$ cat config.mk
export PLATFORM = sky130hd
export DESIGN_NAME = pwm_multi_ch
export DESIGN_NICKNAME = d
export VERILOG_FILES = /design/src/rtl/pwm_pkg.sv /design/src/rtl/pwm_ch_slice.sv /design/src/rtl/pwm_multi_ch.sv
export SDC_FILE = /design/constraint.sdc
export NUM_CORES = 1
export LEC_CHECK = 0
export CORE_ASPECT_RATIO = 1.25
export CORE_MARGIN = 5
export CORE_UTILIZATION = 53
export DETAILED_ROUTE_END_ITERATION = 10
export PLACE_DENSITY = 0.72
export SYNTH_ARGS = -nofsm -noshare
export SYNTH_HDL_FRONTEND = slang
export SYNTH_SLANG_ARGS = --single-unit
$ cat constraint.sdc
create_clock -name clk -period 2.1 [get_ports clk]
set_input_delay 0.42 -clock clk [delete_from_list [all_inputs] [get_ports clk]]
set_output_delay 0.42 -clock clk [all_outputs]
set_load 0.1 [all_outputs]
$ cat src/rtl/pwm_pkg.sv
// Shared defaults and helpers for the multi-channel PWM block.
package pwm_pkg;
  localparam int CW_DEF         = 16;
  localparam int PERIOD_RST_DEF = 49999;

  // Select width for the channel index; never narrower than one bit.
  function automatic int clog2_min1(input int n);
    return (n <= 2) ? 1 : $clog2(n);
  endfunction
endpackage

$ cat src/rtl/pwm_ch_slice.sv
// One PWM channel: double-buffered duty, compare and output flop.
// PWM_MULTI_FADE_EN makes boundaries step duty_act by one toward duty_sh.
module pwm_ch_slice
  import pwm_pkg::*;
#(
  parameter int CW = CW_DEF
) (
  input  logic          clk,
  input  logic          rst_n,
  input  logic [CW-1:0] cnt,
  input  logic          boundary,
  input  logic          run,
  input  logic          wr_en,
  input  logic [CW-1:0] wr_duty,
  output logic          pwm
`ifdef PWM_MULTI_FADE_EN
  ,
  output logic          fade_busy
`endif
);
  logic [CW-1:0] duty_sh, duty_act;

  always_ff @(posedge clk or negedge rst_n) begin
    if (!rst_n) begin
      duty_sh  <= '0;
      duty_act <= '0;
      pwm      <= 1'b0;
    end else begin
      if (wr_en) duty_sh <= wr_duty;
      // duty_act samples the old duty_sh, so a boundary-cycle write waits a period
      if (!run) duty_act <= duty_sh;
      else if (boundary) begin
`ifdef PWM_MULTI_FADE_EN
        if (duty_act < duty_sh)      duty_act <= duty_act + CW'(1);
        else if (duty_act > duty_sh) duty_act <= duty_act - CW'(1);
`else
        duty_act <= duty_sh;
`endif
      end
      pwm <= run && (cnt < duty_act);
    end
  end

`ifdef PWM_MULTI_FADE_EN
  assign fade_busy = (duty_act != duty_sh);
`endif
endmodule

$ cat src/rtl/pwm_multi_ch.sv
// N-channel PWM with shared period counter, start/stop latch and boundary tick.
// Optional linear duty fade and fade_busy outputs under PWM_MULTI_FADE_EN.
module pwm_multi_ch
  import pwm_pkg::*;
#(
  parameter int NCH        = 4,
  parameter int CW         = CW_DEF,
  parameter int PERIOD_RST = PERIOD_RST_DEF
) (
  input  logic                        clk,
  input  logic                        rst_n,
  input  logic                        strt,
  input  logic                        stp,
  input  logic [CW-1:0]               period,
  input  logic                        wr_en,
  input  logic [clog2_min1(NCH)-1:0]  wr_ch,
  input  logic [CW-1:0]               wr_duty,
  output logic [NCH-1:0]              pwm,
  output logic                        run,
  output logic                        tick
`ifdef PWM_MULTI_FADE_EN
  ,
  output logic [NCH-1:0]              fade_busy
`endif
);
  logic [CW-1:0]  cnt, period_q;
  logic           bnd;
  logic [NCH-1:0] wr_sel;

  assign bnd = (cnt == period_q);

  always_ff @(posedge clk or negedge rst_n) begin
    if (!rst_n) begin
      run      <= 1'b0;
      cnt      <= '0;
      period_q <= CW'(PERIOD_RST);
      tick     <= 1'b0;
    end else begin
      if (!stp)       run <= 1'b0;
      else if (!strt) run <= 1'b1;

      if (!run) begin
        cnt      <= '0;
        period_q <= period;
        tick     <= 1'b0;
      end else begin
        // wrap only through the terminal compare; cnt never exceeds period_q
        cnt  <= bnd ? '0 : cnt + CW'(1);
        tick <= bnd;
        if (bnd) period_q <= period;
      end
    end
  end

  always_comb begin
    wr_sel = '0;
    for (int i = 0; i < NCH; i++)
      wr_sel[i] = wr_en && (32'(wr_ch) == i);
  end

  for (genvar i = 0; i < NCH; i++) begin : g_ch
    pwm_ch_slice #(.CW(CW)) u_ch (
      .clk      (clk),
      .rst_n    (rst_n),
      .cnt      (cnt),
      .boundary (bnd),
      .run      (run),
      .wr_en    (wr_sel[i]),
      .wr_duty  (wr_duty),
      .pwm      (pwm[i])
`ifdef PWM_MULTI_FADE_EN
      ,
      .fade_busy(fade_busy[i])
`endif
    );
  end
endmodule

==> results of run 1 <==
## where the power goes
part           internal (mW)  switching (mW)  total [mW]
registers               3.79           0.344        4.13
logic                  0.899           0.708        1.61
clock network           1.96            1.26        3.22
total                   6.64            2.32        8.96
## synth_stat cells, types with 5 or more instances
cell / number / area, um^2
inv_1: 61 / 229.0
o21ai_0: 13 / 65.06
dfstp_2: 9 / 236.5
xor2_1: 24 / 210.2
a21oi_1: 17 / 85.08
a21o_1: 8 / 60.06
xnor2_1: 5 / 43.79
ha_1: 61 / 763.2
nor2_1: 20 / 75.07
mux2_4: 30 / 450.4
nand3_1: 6 / 30.03
mux2_2: 110 / 1239
nand2_1: 8 / 30.03
nand4_1: 8 / 50.05
buf_4: 9 / 67.56
nand3b_1: 6 / 45.04
dfrtp_1: 157 / 3929
## layout make-up
| class | instances | area [um^2] | area share (%) |
|---|---|---|---|
| flip-flops and latches | 166 | 4167 | 42.80 |
| multi-input cells | 365 | 3551 | 36.47 |
| repair buffers | 83 | 945.9 | 9.716 |
| clock buffers | 20 | 466.7 | 4.794 |
| inverters | 61 | 229.0 | 2.352 |
| well taps | 182 | 227.7 | 2.339 |
| clock inverters | 11 | 148.9 | 1.529 |
## cells by family (layout without fill, tap and decap cells)
| family | count (synthesis) | after routing | synth area share, % |
|---|---|---|---|
| flip-flops | 166 | 166 | 51.44 |
| multiplexers | 144 | 144 | 21.42 |
| buffers and inverters | 81 | 175 | 5.099 |
| AND/OR/NAND/NOR | 71 | 72 | 4.821 |
| adder cells (fa/ha/maj) | 61 | 61 | 9.425 |
| AO/OA/AOI/OAI | 59 | 59 | 4.666 |
| XOR/XNOR | 29 | 29 | 3.137 |
## cells in the final DEF (no fill, tap or decap), types with 5 or more instances in the layout
master	synthesis	final
clkbuf_16	0	22
nand4_1	8	8
xnor2_1	5	5
nand3_1	6	6
o21ai_0	13	13
xor2_1	24	24
mux2_4	30	30
nand3b_1	6	6
clkdlybuf4s50_1	0	37
buf_12	4	9
dfstp_2	9	9
a21oi_1	17	17
dfrtp_1	157	156
inv_1	61	61
mux2_2	110	110
buf_4	9	28
nor2_1	20	20
a21o_1	8	8
nand2_1	8	8
ha_1	61	61
## path summary, 6_finish.rpt
path	slack, ns	startpoint	end	cells after the start
setup / recovery	0.06	cnt[11]	g_ch[0].u_ch.duty_act[11]	7
hold / removal	0.49	g_ch[0].u_ch.duty_sh[1]	g_ch[0].u_ch.duty_act[1]	1
max in group asynchronous	0.91	rst_n	period_q[14]	3
min in group asynchronous	0.51	rst_n	g_ch[1].u_ch.duty_sh[1]	2
hold reg to reg	0.49	g_ch[0].u_ch.duty_sh[1]	g_ch[0].u_ch.duty_act[1]	1
setup reg to reg	0.06	cnt[11]	g_ch[0].u_ch.duty_act[11]	7
## repair_timing
item                                    4_1_cts  5_1_grt
hold buffers                                  1        0
gates cloned                                  0        7
gates resized for setup                       1        4
endpoints found under the setup margin       13       70
buffers inserted                              0        4
hold endpoints to repair                     43        0
pin swaps                                     0        3
## through the flow
step                worst slack (ns)  power (mW)  cell area [um^2]  util [%]  setup TNS (ns)
finish                       0.06209       8.960              9736     64.84               0
global route                -0.04173       9.401              9736     64.84          -1.368
CTS                          0.01425       8.984              9540     63.54               0
detailed placement           0.01286       5.723              8909     59.33               0
global placement            -0.07619       5.618              8909     59.33          -2.988
floorplan                     0.1241       5.179              8098         -               0
## critical path, stage by stage, from the launching register on
cell	delay, ns
dfrtp_2	0.46
xor2_1	0.17
nor4_1	0.31
nand4_1	0.14
buf_4	0.19
nand2_4	0.14
buf_16	0.17
mux2_2	0.34
## routing by layer
metal  track usage [%]  wire (um)  vias to the layer above
met2             33.43       9019                       94
met1             25.80       7666                     2534
li1                  -          -                     2310
met4             8.844        544                        0
met5                 0          0                        -
met3             4.260        687                       36
## sequential cells by signal (all words and copies together) (netlist names)
register,cells
g_ch.u_ch.duty_act,64
g_ch.u_ch.pwm,4
cnt,16
run,1
tick,1
period_q,16
g_ch.u_ch.duty_sh,64
==> flow_summary.yaml, run 1 <==
layout:
  nets: 794
  areaGrowthSynthToFinish_pct: 20.23
  drive_gt1_share_pct: 32.72
  stdcell_count: 888
  fillers: 1109
  antennaDiodeCount: 0
hold_path:
  hold_class: "reg -> reg"
synthesis:
  synth.net_count: 711
  synth_flop_cell: "dfrtp_1"
  ys_types: 39
  ys_ff_latch: 166
  syn-cell-area_mm2: 0.008098
  ys_warn_count: 0
  seq_area_frac_synth_pct: 51.44
  ys_async_sr_fraction_pct: 100.0
  synthCells: 611
  synth_edf_count: 0
  syn_avg_cell_area_um2: 13.25
global_route:
  antenna_found_initial: 0
  grt_start_max_net_pins: 52
  grt_pass1_vias: 5302
  grt_use_total_pct: 20.24
  grt_first_pass_wirelength_mm: 27.91
  gr-total-overflow: 0
clock_network:
  clk-insertion-delay-late_ns: 0.43
  cts_max_level: 4
  cts_buffers: 17
  cts-root-buf: "clkbuf_16"
  clock_sinks: 166
  clock_path_buffers: 2
  cts_tree: "built"
  clk_pin_slew_ns: 0.06
drt:
  route.detailed.drc: 0
  num_vias: 4974
  antenna_left: 0
  vias_per_cell: 5.601
  route.detailed.wl_per_inst_um: 20.18
  drt_iter0_markers: 240
  dr.pass1.iters: 4
  routed_wirelength_mm: 17.92
sta:
  fin_crit_ns: 2.038
  timing.fmax_mhz: 490.7
  fin_crit_sh_pct: 97.04
  timing.hold.ws_ns: 0.4877
  final-setup-viol-count: 0
  skew_ns: 0.008436
  hold_violations: 0
  max-slew-margin-rel_pct: 56.21
  slew_viol_final: 0
  tightest_slew_ns: 0.6569
critical_path:
  end_kind: "register"
  path_class: "reg -> reg"
  arrival_ns: 2.35
  worst-path-max-fanout: 9
  worstSetupStartpointType: "register"
  crit_required_ns: 2.41
placement:
  place_congestion: 0.8721
  io_buffers: 44
  hpwl_mm: 11.70
  dp.cells: 845
floorplan:
  rows: 50
  core_area_mm2: 0.01501
  start_util_pct: 53.93
  die_x_um: 120.6
  dieArea_mm2: 0.01787
  fp.dieH_um: 148.2
  boundaryPins: 45
outcome:
  outcome: "finished clean"
pwr:
  leakage_nw: 4.740
  vdd_drop_max_v: 0.0005251
  power_density_mw_per_mm2: 920.4
job:
  cap_violations: 0
Note: power is estimated with default switching activity, not from simulation.
==> run 2: changes to the inputs <==
- PLACE_DENSITY: 0.72 -> 0.69
==> run 2 against run 1 <==
Net effect:
- maximum frequency fell by 1.1%
- clock power up 3%
- via count fell by 3.6%
- sequential power barely moved
- combinational power shrank 4%
- flip-flop and latch count did not move
- critical endpoint is now g_ch[0].u_ch.duty_act[3]
- highest routed layer unchanged
- first-iteration DRC count shrank 12%
- largest cell class unchanged
==> flow_summary.yaml, run 2 (synthesis gave the netlist of run 1 again) <==
clock_network:
  cts_max_level: 4
  clk_pin_slew_ns: 0.06
  cts-root-buf: "clkbuf_16"
  cts_tree: "built"
  postCtsSetupRepairBufs: 0
  clk-insertion-delay-late_ns: 0.43
  clock_path_buffers: 2
  clock_sinks: 166
  cts_buffers: 17
sta:
  hold_violations: 0
  fin_crit_ns: 2.061
  timing.fmax_mhz: 485.1
  slew_viol_final: 0
  fin_crit_sh_pct: 98.17
  skew_ns: 0.01064
  rsz0062_at_grt: "true"
  tightest_slew_ns: 0.5691
  max-slew-margin-rel_pct: 62.06
  final-setup-viol-count: 0
  setup_slack_ns: 0.03853
  setup_tns_ns: 0
drt:
  num_vias: 4794
  dr.pass1.iters: 4
  route.detailed.drc: 0
  routed_wirelength_mm: 16.31
  vias_per_cell: 5.466
  route.detailed.wl_per_inst_um: 18.59
  drt_iter0_markers: 211
  antenna_left: 0
critical_path:
  cp_cell_sequence: "xor2_1, nor4_1, nand4_1, nand2_4, buf_16, mux2_2"
  reg2reg_to: "g_ch[0].u_ch.duty_act[3]"
  reg2regPathDepth: 6
  arrival_ns: 2.36
  max_stage_delay_ns: 0.54
  path_class: "reg -> reg"
  crit_path_top_delay_cell: "dfstp_2"
  worstSetupStartpointType: "register"
  crit_family: "simple AND/OR/NAND/NOR gates"
  end_kind: "register"
  regToRegSetupSlack_ns: 0.04
  worst-path-max-fanout: 40
  crit_required_ns: 2.40
  crit_buf_inv: 1
  r2r_start: "period_q[9]"
hold_path:
  hold_path_end: "g_ch[0].u_ch.duty_act[0]"
  hp-start: "g_ch[0].u_ch.duty_sh[0]"
  whs_path_depth: 1
  hold_class: "reg -> reg"
global_route:
  grt_use_total_pct: 19.72
  antenna_found_initial: 0
  grt_first_pass_wirelength_mm: 27.39
  grt_pass1_vias: 5337
  gr-total-overflow: 0
  grt_start_max_net_pins: 59
pwr:
  vdd_drop_max_v: 0.0005704
  pwr-share-comb_pct: 17.2
  power_frac_seq_pct: 45.9
  p_sw_share_pct: 24.76
  p_int_mw: 6.766
  p_sw_mw: 2.226
  clkPwrFrac_pct: 36.9
  power_density_mw_per_mm2: 937.0
  leakage_nw: 4.680
placement:
  place_congestion: 0.8431
  preCtsSetupSlack_ns: -0.03825
  hpwl_mm: 11.65
  postPlaceCellArea_mm2: 0.008921
  io_buffers: 44
floorplan:
  core_area_mm2: 0.01501
  boundaryPins: 45
  fp.dieH_um: 148.2
  rows: 50
  start_util_pct: 53.93
  die_x_um: 120.6
  dieArea_mm2: 0.01787
layout:
  final_common_cell: "dfrtp_1"
  finalInstanceArea_mm2: 0.009597
  nets: 783
  layout_common_cells: "dfrtp_1 (157), mux2_2 (107), inv_1 (61), ha_1 (61), clkdlybuf4s50_1 (37)"
  fillers: 1162
  top_regs: "g_ch.u_ch.duty_act: 64 flops, g_ch.u_ch.duty_sh: 64 flops"
  antennaDiodeCount: 0
  drive_gt1_share_pct: 31.22
  areaGrowthSynthToFinish_pct: 18.51
job:
  cap_violations: 0
outcome:
  outcome: "finished clean"
-- run 2: cell types whose count changed in the layout (fill, tap and decap cells not counted), sizes merged --
cell      change
nand2         -1
bufinv        +1
buf           -5
inv           -1
clkbuf        -2
clkinvlp      -1
clkinv        -2
-- run 2: timing repair --
item,in CTS,in global routing
endpoints found under the setup margin,54,35
endpoints found under the hold margin,52,0
hold buffers,1,0
pin swaps,1,2
gates resized for setup,3,4
-- run 2: power by group through the flow --
| stage | sequential (mW) | clock [mW] | combinational [mW] |
|---|---|---|---|
| after detailed placement | 4.18 | 0 | 1.55 |
| after global placement | 4.15 | 0 | 1.49 |
| final | 4.13 | 3.32 | 1.55 |
| after floorplan | 4.05 | 0 | 1.13 |
| after CTS | 4.13 | 3.38 | 1.57 |
| after global routing | 4.20 | 3.50 | 1.72 |
-- run 2: per-layer routing --
metal | track usage, % | wire length [um] | share of wire (%) | vias to the layer above
met4 | 7.880 | 380 | 2.3 | 0
met1 | 25.37 | 7416 | 45 | 2416
met5 | 0 | 0 | 0 | -
met3 | 4.108 | 497 | 3.0 | 20
li1 | - | - | - | 2290
met2 | 32.67 | 8012 | 49 | 68
-- run 2: area by class of cell --
class,count,area [um^2],share of cell area (%)
clock buffer,23,488.0,5.085
multi-input combinational,364,3542,36.91
timing repair buffer,73,799.5,8.331
clock inverter,8,145.1,1.512
sequential,166,4165,43.40
tap,182,227.7,2.373
inverter,61,229.0,2.386
-- run 2: stage by stage --
step / total power [mW] / util, % / instances / hold slack (ns)
global placement: 5.632 / 59.42 / 845 / 0.4309
floorplan: 5.179 / - / 611 / 0.1244
finish: 8.992 / 63.92 / 877 / 0.4791
global route: 9.422 / 63.92 / 877 / 0.5083
CTS: 9.078 / 63.84 / 877 / 0.4811
detailed placement: 5.728 / 59.42 / 845 / 0.4325
-- run 2: how the worst max path moves through the flow --
stage,start,endpoint,slack [ns],cells past startpoint
6_report,period_q[9],g_ch[0].u_ch.duty_act[3],0.04,6
5_1_grt,period_q[11],g_ch[0].u_ch.duty_act[3],-0.03,6
4_1_cts,period_q[6],g_ch[0].u_ch.duty_act[3],0.01,6
3_5_place_dp,period_q[6],g_ch[0].u_ch.duty_act[3],-0.04,6
3_3_place_gp,period_q[11],g_ch[3].u_ch.duty_act[4],0.06,6
2_1_floorplan,run,g_ch[0].u_ch.duty_act[0],0.12,4
==> run 3: changes to the inputs <==
- ABC_AREA: not set -> 0
==> results of run 3 <==
No change in the layout: final DEF, timing and power equal those of run 2.
